`src/rtl/sram_port_arbiter_if.sv`:
```
// Two requester ports and the shared single-port SRAM bus around sram_port_arbiter.
interface sram_port_arbiter_if #(
    parameter int MEM_AWIDTH = 9
);
    logic                  pA_req, pA_we, pA_gnt, pA_rvalid;
    logic [MEM_AWIDTH-1:0] pA_addr;
    logic [3:0]            pA_byteen;
    logic [31:0]           pA_wdata, pA_rdata;

    logic                  pB_req, pB_we, pB_gnt, pB_rvalid;
    logic [MEM_AWIDTH-1:0] pB_addr;
    logic [3:0]            pB_byteen;
    logic [31:0]           pB_wdata, pB_rdata;

    logic                  mem_ren, mem_wen;
    logic [MEM_AWIDTH-1:0] mem_addr;
    logic [3:0]            mem_byteen;
    logic [31:0]           mem_wdata, mem_rdata;

    modport slave (
        input  pA_req, pA_we, pA_addr, pA_byteen, pA_wdata,
        input  pB_req, pB_we, pB_addr, pB_byteen, pB_wdata,
        input  mem_rdata,
        output pA_gnt, pA_rvalid, pA_rdata,
        output pB_gnt, pB_rvalid, pB_rdata,
        output mem_ren, mem_wen, mem_addr, mem_byteen, mem_wdata
    );

    modport master (
        output pA_req, pA_we, pA_addr, pA_byteen, pA_wdata,
        output pB_req, pB_we, pB_addr, pB_byteen, pB_wdata,
        input  pA_gnt, pA_rvalid, pA_rdata,
        input  pB_gnt, pB_rvalid, pB_rdata
    );

    modport mem (
        input  mem_ren, mem_wen, mem_addr, mem_byteen, mem_wdata,
        output mem_rdata
    );
endinterface

```
`src/rtl/sram_port_arbiter.sv`:
```
// Two-port to single-port SRAM arbiter: sticky owner with a bounded hold count,
// plus a read-return tag pipeline that steers rvalid back to the issuing port.
module sram_port_arbiter #(
    parameter int MEM_AWIDTH = 9,
    parameter int MEM_RD_LAT = 1,
    parameter int MAX_HOLD   = 4
) (
    input  logic               HCLK,
    input  logic               HRESET,
    sram_port_arbiter_if.slave bus
);
    typedef enum logic {OWNER_A = 1'b0, OWNER_B = 1'b1} owner_e;

    localparam logic [3:0] HOLD_MAX = 4'(MAX_HOLD);

    owner_e                owner_q, owner_d;
    logic [3:0]            hold_cnt_q, hold_cnt_d;
    logic [MEM_RD_LAT-1:0] tag_vld_q, tag_vld_d;
    logic [MEM_RD_LAT-1:0] tag_b_q, tag_b_d;

    logic req_a, req_b, gnt_a, gnt_b, any_gnt, sel_we, rd_issue, keep_owner;

    always_comb begin
        // NOTE: every signal written here gets a default first, so no path can infer a latch.
        gnt_a      = 1'b0;
        gnt_b      = 1'b0;
        owner_d    = owner_q;
        hold_cnt_d = hold_cnt_q;
        keep_owner = hold_cnt_q < HOLD_MAX;

        // Requests are masked during reset so nothing reaches the SRAM.
        req_a = bus.pA_req & ~HRESET;
        req_b = bus.pB_req & ~HRESET;

        if (req_a && req_b) begin
            if (owner_q == OWNER_A) begin
                gnt_a = keep_owner;
                gnt_b = ~keep_owner;
            end else begin
                gnt_b = keep_owner;
                gnt_a = ~keep_owner;
            end
        end else begin
            gnt_a = req_a;
            gnt_b = req_b;
        end

        if (gnt_a || gnt_b) begin
            if (gnt_b == (owner_q == OWNER_B)) begin
                if (keep_owner) hold_cnt_d = hold_cnt_q + 4'd1;
            end else begin
                owner_d    = gnt_b ? OWNER_B : OWNER_A;
                hold_cnt_d = 4'd1;
            end
        end
    end

    assign any_gnt  = gnt_a | gnt_b;
    assign sel_we   = gnt_b ? bus.pB_we : bus.pA_we;
    assign rd_issue = any_gnt & ~sel_we;

    // Idle cycles park the address/data mux on port A.
    assign bus.pA_gnt     = gnt_a;
    assign bus.pB_gnt     = gnt_b;
    assign bus.mem_ren    = rd_issue;
    assign bus.mem_wen    = any_gnt & sel_we;
    assign bus.mem_addr   = gnt_b ? bus.pB_addr  : bus.pA_addr;
    assign bus.mem_wdata  = gnt_b ? bus.pB_wdata : bus.pA_wdata;
    assign bus.mem_byteen = gnt_b ? bus.pB_byteen : (gnt_a ? bus.pA_byteen : 4'b0000);

    generate
        if (MEM_RD_LAT == 1) begin : g_tag_lat1
            assign tag_vld_d = rd_issue;
            assign tag_b_d   = gnt_b;
        end else begin : g_tag_latn
            assign tag_vld_d = {tag_vld_q[MEM_RD_LAT-2:0], rd_issue};
            assign tag_b_d   = {tag_b_q[MEM_RD_LAT-2:0], gnt_b};
        end
    endgenerate

    assign bus.pA_rvalid = tag_vld_q[MEM_RD_LAT-1] & ~tag_b_q[MEM_RD_LAT-1];
    assign bus.pB_rvalid = tag_vld_q[MEM_RD_LAT-1] &  tag_b_q[MEM_RD_LAT-1];
    assign bus.pA_rdata  = bus.mem_rdata;
    assign bus.pB_rdata  = bus.mem_rdata;

    // NOTE: state uses non-blocking assignments so every flop samples pre-edge values.
    always_ff @(posedge HCLK or posedge HRESET) begin
        if (HRESET) begin
            owner_q    <= OWNER_A;
            hold_cnt_q <= 4'd0;
            tag_vld_q  <= '0;
            tag_b_q    <= '0;
        end else begin
            owner_q    <= owner_d;
            hold_cnt_q <= hold_cnt_d;
            tag_vld_q  <= tag_vld_d;
            tag_b_q    <= tag_b_d;
        end
    end
endmodule

```
`src/flat_wrapper.sv`:
```
// flat-port wrapper written by rule: the top's interface ports become plain ports
module sram_port_arbiter_flat 
#(
    parameter int MEM_AWIDTH = 9,
    parameter int MEM_RD_LAT = 1,
    parameter int MAX_HOLD   = 4
)
  (HCLK, HRESET, bus_pA_req, bus_pA_we, bus_pA_addr, bus_pA_byteen, bus_pA_wdata, bus_pB_req, bus_pB_we, bus_pB_addr, bus_pB_byteen, bus_pB_wdata, bus_mem_rdata, bus_pA_gnt, bus_pA_rvalid, bus_pA_rdata, bus_pB_gnt, bus_pB_rvalid, bus_pB_rdata, bus_mem_ren, bus_mem_wen, bus_mem_addr, bus_mem_byteen, bus_mem_wdata);
  sram_port_arbiter_if #(.MEM_AWIDTH(MEM_AWIDTH)) bus_i ();
  input  logic HCLK;
  input  logic HRESET;
  input wire logic [$bits(bus_i.pA_req)-1:0] bus_pA_req;
  input wire logic [$bits(bus_i.pA_we)-1:0] bus_pA_we;
  input wire logic [$bits(bus_i.pA_addr)-1:0] bus_pA_addr;
  input wire logic [$bits(bus_i.pA_byteen)-1:0] bus_pA_byteen;
  input wire logic [$bits(bus_i.pA_wdata)-1:0] bus_pA_wdata;
  input wire logic [$bits(bus_i.pB_req)-1:0] bus_pB_req;
  input wire logic [$bits(bus_i.pB_we)-1:0] bus_pB_we;
  input wire logic [$bits(bus_i.pB_addr)-1:0] bus_pB_addr;
  input wire logic [$bits(bus_i.pB_byteen)-1:0] bus_pB_byteen;
  input wire logic [$bits(bus_i.pB_wdata)-1:0] bus_pB_wdata;
  input wire logic [$bits(bus_i.mem_rdata)-1:0] bus_mem_rdata;
  output wire logic [$bits(bus_i.pA_gnt)-1:0] bus_pA_gnt;
  output wire logic [$bits(bus_i.pA_rvalid)-1:0] bus_pA_rvalid;
  output wire logic [$bits(bus_i.pA_rdata)-1:0] bus_pA_rdata;
  output wire logic [$bits(bus_i.pB_gnt)-1:0] bus_pB_gnt;
  output wire logic [$bits(bus_i.pB_rvalid)-1:0] bus_pB_rvalid;
  output wire logic [$bits(bus_i.pB_rdata)-1:0] bus_pB_rdata;
  output wire logic [$bits(bus_i.mem_ren)-1:0] bus_mem_ren;
  output wire logic [$bits(bus_i.mem_wen)-1:0] bus_mem_wen;
  output wire logic [$bits(bus_i.mem_addr)-1:0] bus_mem_addr;
  output wire logic [$bits(bus_i.mem_byteen)-1:0] bus_mem_byteen;
  output wire logic [$bits(bus_i.mem_wdata)-1:0] bus_mem_wdata;
  assign bus_i.pA_req = bus_pA_req;
  assign bus_i.pA_we = bus_pA_we;
  assign bus_i.pA_addr = bus_pA_addr;
  assign bus_i.pA_byteen = bus_pA_byteen;
  assign bus_i.pA_wdata = bus_pA_wdata;
  assign bus_i.pB_req = bus_pB_req;
  assign bus_i.pB_we = bus_pB_we;
  assign bus_i.pB_addr = bus_pB_addr;
  assign bus_i.pB_byteen = bus_pB_byteen;
  assign bus_i.pB_wdata = bus_pB_wdata;
  assign bus_i.mem_rdata = bus_mem_rdata;
  assign bus_pA_gnt = bus_i.pA_gnt;
  assign bus_pA_rvalid = bus_i.pA_rvalid;
  assign bus_pA_rdata = bus_i.pA_rdata;
  assign bus_pB_gnt = bus_i.pB_gnt;
  assign bus_pB_rvalid = bus_i.pB_rvalid;
  assign bus_pB_rdata = bus_i.pB_rdata;
  assign bus_mem_ren = bus_i.mem_ren;
  assign bus_mem_wen = bus_i.mem_wen;
  assign bus_mem_addr = bus_i.mem_addr;
  assign bus_mem_byteen = bus_i.mem_byteen;
  assign bus_mem_wdata = bus_i.mem_wdata;
  sram_port_arbiter #(.MEM_AWIDTH(MEM_AWIDTH), .MEM_RD_LAT(MEM_RD_LAT), .MAX_HOLD(MAX_HOLD)) u_core (.HCLK(HCLK), .HRESET(HRESET), .bus(bus_i));
endmodule
```
`config.mk`:
```
export PLATFORM = sky130hd
export DESIGN_NAME = sram_port_arbiter_flat
export DESIGN_NICKNAME = d
export VERILOG_FILES = /design/src/rtl/sram_port_arbiter_if.sv /design/src/rtl/sram_port_arbiter.sv /design/src/flat_wrapper.sv
export SDC_FILE = /design/constraint.sdc
export NUM_CORES = 1
export LEC_CHECK = 0
export ABC_AREA = 1
export CAP_MARGIN = 20
export CORE_AREA = 5 5 92 94
export DETAILED_ROUTE_END_ITERATION = 10
export DIE_AREA = 0 0 97 99
export GPL_TIMING_DRIVEN = 1
export PLACE_DENSITY = 0.77
export SLEW_MARGIN = 30
export SYNTH_ARGS = -nofsm -noshare
export SYNTH_HDL_FRONTEND = slang
export SYNTH_SLANG_ARGS = --single-unit
```
`constraint.sdc`:
```
create_clock -name HCLK -period 1.6 [get_ports HCLK]
set_clock_uncertainty 0.15 [all_clocks]
set_input_delay 0.4 -clock HCLK [delete_from_list [all_inputs] [get_ports HCLK]]
set_output_delay 0.4 -clock HCLK [all_outputs]
set_load 0.02 [all_outputs]
```
==> impl_metrics.env, run 1 <==
export IMPL_status="finished with violations"
export IMPL_violations="negative setup slack"
export IMPL_synthArstFlopShare_pct=100
export IMPL_synth_edff_count=0
export IMPL_required_ns=1.05
export IMPL_multi_input_area_um2=1030
export IMPL_yosysTopAreaCellShare_pct=35.8
export IMPL_core_um2=7570
export IMPL_fin_nets=504
export IMPL_grtUsageMet1_pct=12.6
export IMPL_startpoint="u_core.hold_cnt_q[3]$_DFFE_PP0P_"
export IMPL_grt_start_max_net_pins=12
export IMPL_critPathLaunchType="register"
export IMPL_whs_ns=0.174
export IMPL_dieArea_um2=9600
export IMPL_cp_cell_sequence="nor2_2, nand2_2, nand3_4, nand2_8, buf_12, inv_12, buf_8, a22o_1, buf_6"
export IMPL_grt_pass1_vias=2143
export IMPL_grt_busiest_layer="met2"
export IMPL_drive_gt1_share_pct=47.9
export IMPL_seqCellArea_um2=176
export IMPL_grt_usage_pct=13.2
export IMPL_gp_congestion=0.833
export IMPL_cp_slowest_stage_delay_ns=0.40
export IMPL_r2r_setup_slack_ns=-0.26
export IMPL_finalCritPeriodShare_pct=141
export IMPL_finalSetupViolCount=54
export IMPL_ys_flop_type="dfrtp_1"
export IMPL_via_count=1935
export IMPL_initial_utilization_pct=19.5
export IMPL_h_tree_depth=1
export IMPL_critPathSlowestCell="dfrtp_1"
export IMPL_io_pins=243
export IMPL_cts_buffer_depth=2
export IMPL_port_buffers=146
export IMPL_rsz0062_at_grt="true"
export IMPL_criticalPathCategory="reg2out"
export IMPL_clk_pin_slew_ns=0.04
export IMPL_avgViaCountPerCell=4.07
export IMPL_synth_seq_cells=7
export IMPL_cts_sinks=7
export IMPL_synth_warnings=0
export IMPL_cts_hold_buf=0
export IMPL_slew_violations=0
export IMPL_critPathArrivalTime_ns=1.70
export IMPL_fin_crit_ns=2.25
export IMPL_path_delay_family="buffers and inverters"
export IMPL_power_density_nw_per_um2=701
export IMPL_timing_fmax_mhz=444
export IMPL_path_buf_inv=4
export IMPL_die_h_um=99
export IMPL_final_hold_viol_count=0
export IMPL_synth_area_leaders="nand2_1 36%, buf_4 33%, dfrtp_1 12%, inv_1 2.8%, a22o_1 2.4%"
export IMPL_antenna_cells=0
export IMPL_total_power_mw=2.28
export IMPL_root_buffer="clkbuf_8"
export IMPL_dr_pass1_iters=4
export IMPL_crit_fanout=8
export IMPL_clkLatencyLatePin_ns=0.23
export IMPL_netlist_area_um2=1480
export IMPL_reg2reg_to="u_core.hold_cnt_q[0]$_DFFE_PP0P_"
export IMPL_syn_num_nets=387
export IMPL_synth_cells=258
export IMPL_max_slew_margin_pct=80.6
export IMPL_ir_worst_vdd_uv=392
export IMPL_tritoncts="built"
export IMPL_final_common_cell="clkdlybuf4s50_1"
export IMPL_r2r_start="u_core.hold_cnt_q[3]$_DFFE_PP0P_"
export IMPL_worstMarginPinSlew_ns=0.291
export IMPL_synth_seq_area_share_pct=11.9
export IMPL_final_cell_mix="92 x clkdlybuf4s50_1, 71 x nand2_1, 68 x buf_4"
export IMPL_grt_pass1_wl_mm=10.3
export IMPL_floorplan_rows=32
export IMPL_critical_path_endpoint_type="output pin"
export IMPL_routed_wl_mm=6.72
export IMPL_grt_overflow=0
export IMPL_p_leak_nw=1.59
export IMPL_grtUsageMet3_pct=4.18
export IMPL_hold_class="in2async"
export IMPL_antenna_found_initial=0
export IMPL_ys_types=20
export IMPL_wl_per_cell_um=14.1
export IMPL_avgSynthCellArea_um2=5.73
export IMPL_drt_iter0_markers=22
export IMPL_die_x_um=97
export IMPL_areaGrowthSynthToFinish_pct=120
export IMPL_place_hpwl_mm=5.16
export IMPL_fillers=758
export IMPL_worst_slack_ns=-0.650
export IMPL_grt_util_met2_pct=26.1
export IMPL_r2r_cells=13
export IMPL_drc_errors=0
export IMPL_numCtsBuffers=3
export IMPL_final_antenna_net_count=0
export IMPL_yosys_area_top_type="nand2_1"
export IMPL_maxCapViolations=0
==> per-stage QoR <==
step	area, µm²	std cells	TNS, ns	worst slack, ns	util [%]
floorplan	1700	258	-10.30	-0.230	-
global placement	2860	449	-58.78	-1.21	37.8
detailed placement	2860	449	-58.42	-1.19	37.8
CTS	3190	472	-30.08	-0.655	42.2
global route	3250	476	-34.50	-0.720	42.9
finish	3250	476	-30.45	-0.650	42.9
==> report_power, final <==
| group | leakage, nW | total [mW] | internal, mW | switching (mW) |
|---|---|---|---|---|
| clock | 0.0228 | 0.249 | 0.172 | 0.0764 |
| sequential | 0.0899 | 0.260 | 0.222 | 0.0380 |
| combinational | 1.47 | 1.77 | 0.948 | 0.818 |
==> layer usage <==
metal  vias up  wire (µm)
li1        950          -
met1       852       2300
met2       107       3670
met3        26        611
met4         0        144
met5         -          0
==> state kept, by name (all words and copies together) (netlist names) <==
name and cells:
u_core.tag_b_q 1, u_core.owner_q 1, u_core.hold_cnt_q 4, u_core.tag_vld_q 1
==> cell type report <==
cell class,instances,share of cell area (%)
inverters,12,1.77
repair buffers,184,55.6
clock buffers,4,1.39
well taps,102,3.93
flip-flops and latches,7,5.43
multi-input cells,166,31.7
repair inverters,1,0.193
==> kinds of logic (layout without fill, tap and decap cells) <==
kind of cell / Yosys count / count (layout) / share of synthesized area (%)
simple gates: 157 / 157 / 41.9
buf+inv: 85 / 201 / 41.4
compound gates: 7 / 7 / 3.39
flops: 7 / 7 / 11.9
fa+ha+maj: 1 / 1 / 0.847
xor+xnor: 1 / 1 / 0.593
==> Yosys cell counts, types with 2 or more instances <==
cell,number
a22o_1,4
buf_2,4
buf_4,64
buf_6,3
buf_8,2
dfrtp_1,7
inv_1,11
nand2_1,141
nand3_1,5
nand4_1,2
nor2_1,5
o21ai_0,2
==> repair_timing <==
item / 4_1_cts / 5_1_grt
resized for setup: 307 / 11
endpoints found under the setup margin: 57 / 57
gates cloned: 5 / 0
pin swaps: 10 / 9
buffers inserted: 14 / 4
hold endpoints to repair: 0 / 0
==> worst max-delay path by stage <==
stage / to / cells after the start / slack (ns)
3_3_place_gp: bus_mem_ren / 9 / -1.21
3_5_place_dp: bus_mem_ren / 9 / -1.19
6_report: bus_mem_byteen[0] / 9 / -0.65
2_1_floorplan: bus_mem_wdata[22] / 9 / -0.23
5_1_grt: bus_mem_wdata[16] / 10 / -0.72
4_1_cts: bus_mem_byteen[0] / 10 / -0.66
Note: power is estimated with default switching activity, not from simulation.
==> inputs of run 2 (changes only) <==
Settings changed: CORE_AREA 5 5 92 94 to 5 5 91 93, DIE_AREA 0 0 97 99 to 0 0 96 98, PLACE_DENSITY 0.77 to 0.76.
Clock period 1.6 ns to 2.5 ns, I/O delays scaled along.
==> impl_metrics.env, run 2 (synthesized netlist as in run 1, its figures left out) <==
export IMPL_status="finished clean"
export IMPL_final_hold_viol_count=0
export IMPL_r2r_cells=11
export IMPL_antenna_cells=0
export IMPL_critPathLaunchType="register"
export IMPL_h_tree_depth=1
export IMPL_largest_register_ffs=4
export IMPL_drive_gt1_share_pct=25.5
export IMPL_required_ns=1.73
export IMPL_path_common_cell="nand2_1"
export IMPL_hold_class="reg2reg"
export IMPL_root_buffer="clkbuf_8"
export IMPL_die_h_um=98
export IMPL_finalSetupViolCount=0
export IMPL_ir_worst_vdd_uv=339
export IMPL_cts_hold_buf=0
export IMPL_critPathArrivalTime_ns=1.68
export IMPL_seqCellArea_um2=175
export IMPL_place_area_um2=2640
export IMPL_criticalPathCategory="reg2out"
export IMPL_core_um2=7450
export IMPL_numCtsBuffers=3
export IMPL_rsz0062_at_grt="true"
export IMPL_clk_pin_slew_ns=0.04
export IMPL_fin_nets=483
export IMPL_dp_cells=448
export IMPL_final_antenna_net_count=0
export IMPL_timing_fmax_mhz=407
export IMPL_final_cell_mix="130 x nand2_1, 94 x clkdlybuf4s50_1, 35 x buf_2"
export IMPL_startpoint="u_core.hold_cnt_q[3]$_DFFE_PP0P_"
export IMPL_fin_area_um2=2630
export IMPL_crit_fanout=12
export IMPL_min_from="u_core.hold_cnt_q[1]$_DFFE_PP0P_"
export IMPL_p_leak_nw=1.38
export IMPL_areaGrowthSynthToFinish_pct=78.0
export IMPL_fin_crit_ns=2.46
export IMPL_place_hpwl_mm=5.42
export IMPL_critPathSlowestCell="dfrtp_1"
export IMPL_wl_per_cell_um=14.4
export IMPL_cp_cell_sequence="inv_1, nand2_1, nand2_1, nand3_2, nand2_4, clkinv_8, buf_12, a22o_1, buf_2"
export IMPL_fin_cells=455
export IMPL_gp_congestion=0.731
export IMPL_critPathCapture="bus_mem_byteen[2]"
export IMPL_port_buffers=146
export IMPL_grt_start_max_net_pins=23
export IMPL_antenna_found_initial=2
export IMPL_dieArea_um2=9410
export IMPL_tritoncts="built"
export IMPL_avgViaCountPerCell=3.95
export IMPL_die_x_um=96
export IMPL_io_pins=243
export IMPL_grt_pass1_vias=1809
export IMPL_cts_buffer_depth=2
export IMPL_power_density_nw_per_um2=428
export IMPL_utilization_pct=35.3
export IMPL_slew_violations=0
export IMPL_pre_cts_ws_ns=-0.761
export IMPL_maxCapViolations=0
export IMPL_final_common_cell="nand2_1"
export IMPL_grt_usage_pct=12.4
export IMPL_cts_sinks=7
export IMPL_whs_ns=0.329
export IMPL_r2r_setup_slack_ns=0.71
export IMPL_multi_input_area_um2=736
export IMPL_worstMarginPinSlew_ns=0.290
export IMPL_reg2reg_to="u_core.hold_cnt_q[0]$_DFFE_PP0P_"
export IMPL_drc_errors=0
export IMPL_finalCritPeriodShare_pct=98.3
export IMPL_dr_pass1_iters=3
export IMPL_floorplan_rows=32
export IMPL_worst_slack_ns=0.0435
export IMPL_grt_pass1_wl_mm=9.20
export IMPL_r2r_start="u_core.hold_cnt_q[3]$_DFFE_PP0P_"
export IMPL_grt_overflow=0
export IMPL_drt_iter0_markers=19
export IMPL_top_register="u_core.hold_cnt_q"
export IMPL_fillers=793
export IMPL_max_slew_margin_pct=80.7
export IMPL_via_count=1797
export IMPL_initial_utilization_pct=19.8
export IMPL_cp_slowest_stage_delay_ns=0.39
export IMPL_routed_wl_mm=6.57
export IMPL_hold_depth=2
export IMPL_clkLatencyLatePin_ns=0.23
export IMPL_critical_path_endpoint_type="output pin"
## run 2: cell types whose count changed in the layout (fill, tap and decap cells not counted), sizes merged
cell and delta:
inv -2, dlygate4sd2 -1, buf -21, clkinv +1, clkdlybuf4s50 +2
## run 2: cell type report
cell class / count / area share (%)
clock buffers: 4 / 1.71
inverters: 12 / 2.19
multi-input cells: 166 / 28.0
flip-flops and latches: 7 / 6.66
well taps: 102 / 4.85
repair buffers: 164 / 56.6
## run 2: where the power goes
| group | leakage (nW) | internal, mW | switching, mW |
|---|---|---|---|
| Sequential | 0.0911 | 0.142 | 0.0235 |
| Clock | 0.0228 | 0.110 | 0.0489 |
| Combinational | 1.26 | 0.394 | 0.408 |
| Total | 1.38 | 0.645 | 0.480 |
## run 2: per-layer routing
metal	vias to the layer above	GRT usage (%)	part of all wire [%]
li1	903	-	-
met4	4	4.16	2.5
met2	113	22.9	51
met1	752	12.0	32
met5	-	0	0.61
met3	25	5.47	14
## run 2: timing repair
action | in CTS | in global routing
pin swaps | 3 | 6
resized for setup | 222 | 28
gates cloned | 2 | 0
setup buffers | 1 | 1
endpoints found under the setup margin | 49 | 16
## run 2: worst min-delay path by stage
stage	to	slack (ns)
finish	u_core.hold_cnt_q[1]$_DFFE_PP0P_	0.33
global route	u_core.hold_cnt_q[1]$_DFFE_PP0P_	0.35
CTS	u_core.hold_cnt_q[1]$_DFFE_PP0P_	0.34
detailed placement	u_core.hold_cnt_q[1]$_DFFE_PP0P_	0.33
global placement	u_core.hold_cnt_q[1]$_DFFE_PP0P_	0.31
floorplan	u_core.hold_cnt_q[0]$_DFFE_PP0P_	0.28
## run 2: worst max-delay path: cells and delay by family, from the launching register on
family / cells / cell delay (ns)
flops: 1 / 0.39
compound gates: 1 / 0.20
simple gates: 4 / 0.39
buf+inv: 4 / 0.48
## run 2: through the flow
step	power, mW	TNS, ns
after CTS	1.12	0
final	1.13	0
after global placement	0.977	-33.96
after global routing	1.21	-0.0832
after floorplan	0.698	0
after detailed placement	0.995	-35.23
==> RTL edit: new RTL, settings of run 1 <==
`MEM_AWIDTH` is set to 9 in 3 places; all go to 18.
--- a/src/rtl/sram_port_arbiter_if.sv
+++ b/src/rtl/sram_port_arbiter_if.sv
@@ -1,6 +1,6 @@
 // Two requester ports and the shared single-port SRAM bus around sram_port_arbiter.
 interface sram_port_arbiter_if #(
-    parameter int MEM_AWIDTH = 9
+    parameter int MEM_AWIDTH = 18
 );
     logic                  pA_req, pA_we, pA_gnt, pA_rvalid;
     logic [MEM_AWIDTH-1:0] pA_addr;
--- a/src/rtl/sram_port_arbiter.sv
+++ b/src/rtl/sram_port_arbiter.sv
@@ -1,7 +1,7 @@
 // Two-port to single-port SRAM arbiter: sticky owner with a bounded hold count,
 // plus a read-return tag pipeline that steers rvalid back to the issuing port.
 module sram_port_arbiter #(
-    parameter int MEM_AWIDTH = 9,
+    parameter int MEM_AWIDTH = 18,
     parameter int MEM_RD_LAT = 1,
     parameter int MAX_HOLD   = 4
 ) (
--- a/src/flat_wrapper.sv
+++ b/src/flat_wrapper.sv
@@ -1,7 +1,7 @@
 // flat-port wrapper written by rule: the top's interface ports become plain ports
 module sram_port_arbiter_flat 
 #(
-    parameter int MEM_AWIDTH = 9,
+    parameter int MEM_AWIDTH = 18,
     parameter int MEM_RD_LAT = 1,
     parameter int MAX_HOLD   = 4
 )
Interface: changed (resized bus_mem_addr, bus_pA_addr and bus_pB_addr); port bits go from 243 to 270. No check against the original RTL was run, so the function may have changed too.
==> RTL edit against run 1 <==
- first-iteration DRC count increased by 95%
- sequential cell count unchanged
- clock power increased by 2%
- critical endpoint is now bus_mem_byteen[1]
- the flow still finishes with violations (negative setup slack)
- critical path type unchanged
- die area unchanged
- area after synthesis increased by 7.4%
- highest routed layer is now met5
- total power increased by 9.8%
- wire length increased by 26%
- cell area increased by 18%
- worst setup slack got worse by 23 ps
==> RTL edit: results (changes against run 1) <==
* Status: finished, violations left (unchanged)
* Failing checks: negative setup slack (unchanged)
* Clk pwr share at 10.2% (was 10.9%)
* CP max-delay cell: dfrtp_1 (unchanged)
* Actual slew at the worst max-slew pin at 287 ps (was 291 ps)
* Global Route Usage Sum at 16.5% (was 13.2%)
* Post-synthesis async set-or-reset flop share at 100% (unchanged)
* Switching power at 0.00105 W (was 0.000933 W)
* Unique masters post-synth at 21 (was 20)
* Area contributors post-synth: nand2_1 40%, buf_4 30%, dfrtp_1 11%, buf_6 3.5%, inv_1 2.6% (was nand2_1 36%, buf_4 33%, dfrtp_1 12%, inv_1 2.8%, a22o_1 2.4%)
* 1st-iter DRT viols at 43 (was 22)
* DR vias at 2242 (was 1935)
* Placed inst area at 3240 um^2 (was 2860 um^2)
* Layout filler cell count at 708 (was 758)
* Post-Synthesis Mean Instance Area at 5.53 um^2 (was 5.73 um^2)
* Port Buf Inserts at 173 (was 146)
* Lkg Pwr at 1.95 nW (was 1.59 nW)
* Reg2reg setup slack at -180 ps (was -260 ps)
* Placed insts at 506 (was 449)
* Synthesized net count at 434 (was 387)
* DP Worst Slack at -1260 ps (was -1190 ps)
* Largest net degree at the start of global routing at 23 (was 12)
* DR WL/cell at 15.9 um (was 14.1 um)
* Dpl hpwl at 6.13 mm (was 5.16 mm)
* Sequential share of the synthesized area at 11.0% (was 11.9%)
* Number of flip-flops under the largest register name at 4 (unchanged)
* Clock root cell: clkbuf_8 (unchanged)
* Max FO, Critical Path at 9 (was 8)
* Commonest cells post-synth: 168 x nand2_1, 64 x buf_4, 11 x inv_1 (was 141 x nand2_1, 64 x buf_4, 11 x inv_1)
* Reg2reg path depth at 11 (was 13)
* Final setup fails at 63 (was 54)
* Global-route wire length before repair at 12.7 mm (was 10.3 mm)
* Final instance area at 3830 um^2 (was 3250 um^2)
* Initial antenna violation count at 6 (was 0)
* Sequential power share at 10.2% (was 11.4%)
* Finished Layout Cells at 530 (was 476)
* Fraction of layout cells with a size suffix above 1 at 48.1% (was 47.9%)
* WHS at 269 ps (was 174 ps)
* Worst-skew pair later-pin latency at 230 ps (about the same)
* Setup_tns at -35980 ps (was -30450 ps)
* Nets at 574 (was 504)
* Final Power at 0.00250 W (was 0.00228 W)
* Number of global-route vias before repair at 2387 (was 2143)
* Maximum vdd drop at 0.225 mV (was 0.392 mV)
* Routability congestion estimate at 0.834 (was 0.833)
* Biggest register: u_core.hold_cnt_q (unchanged)
* Final worst slack at -673 ps (was -650 ps)
## RTL edit: worst max path at each step
stage,endpoint,start,depth (start not counted),slack (ps)
6_report,bus_mem_byteen[1],u_core.hold_cnt_q[2],10,-670
5_1_grt,bus_mem_addr[5],u_core.hold_cnt_q[2],12,-750
4_1_cts,bus_mem_byteen[1],u_core.hold_cnt_q[2],10,-660
3_5_place_dp,bus_mem_wdata[1],bus_pA_req,7,-1260
3_3_place_gp,bus_mem_wdata[1],bus_pA_req,7,-1220
2_1_floorplan,bus_mem_addr[0],u_core.hold_cnt_q[2],9,-250
## RTL edit: area by class of cell
type                            instances  share of cell area [%]
Timing Repair Buffer                  210                    57.6
Sequential cell                         7                    4.57
Clock buffer                            4                    1.17
Antenna cell                            2                   0.131
Tap cell                              102                    3.33
Multi-Input combinational cell        193                    31.8
Inverter                               12                    1.37
## RTL edit: worst register-to-register path, delay by kind of cell, from the launching register on
kind,cells,cell delay [ps]
buf+inv,3,410
flops,1,390
simple gates,8,740
## RTL edit: timing repair
action,CTS,global route
hold buffers,0,0
pin swaps,12,6
endpoints found under the setup margin,66,65
setup buffers,8,2
gates resized for setup,381,27
cloned,7,1
## RTL edit: logic make-up after synthesis
kind of cell             after synthesis  synth area share [%]
AO/OA/AOI/OAI                          7                  3.15
XOR/XNOR                               1                 0.552
adder cells (fa/ha/maj)                1                 0.789
buffers and inverters                 87                  38.9
flip-flops                             7                  11.0
AND/OR/NAND/NOR                      184                  45.6
## RTL edit: layer usage
| metal | vias to the layer above | GRT usage, % | share of wire (%) |
|---|---|---|---|
| met5 | - | 0 | 0.63 |
| met4 | 8 | 5.29 | 1.4 |
| met3 | 29 | 9.84 | 13 |
| met2 | 146 | 30.2 | 53 |
| met1 | 971 | 15.4 | 32 |
| li1 | 1088 | - | - |
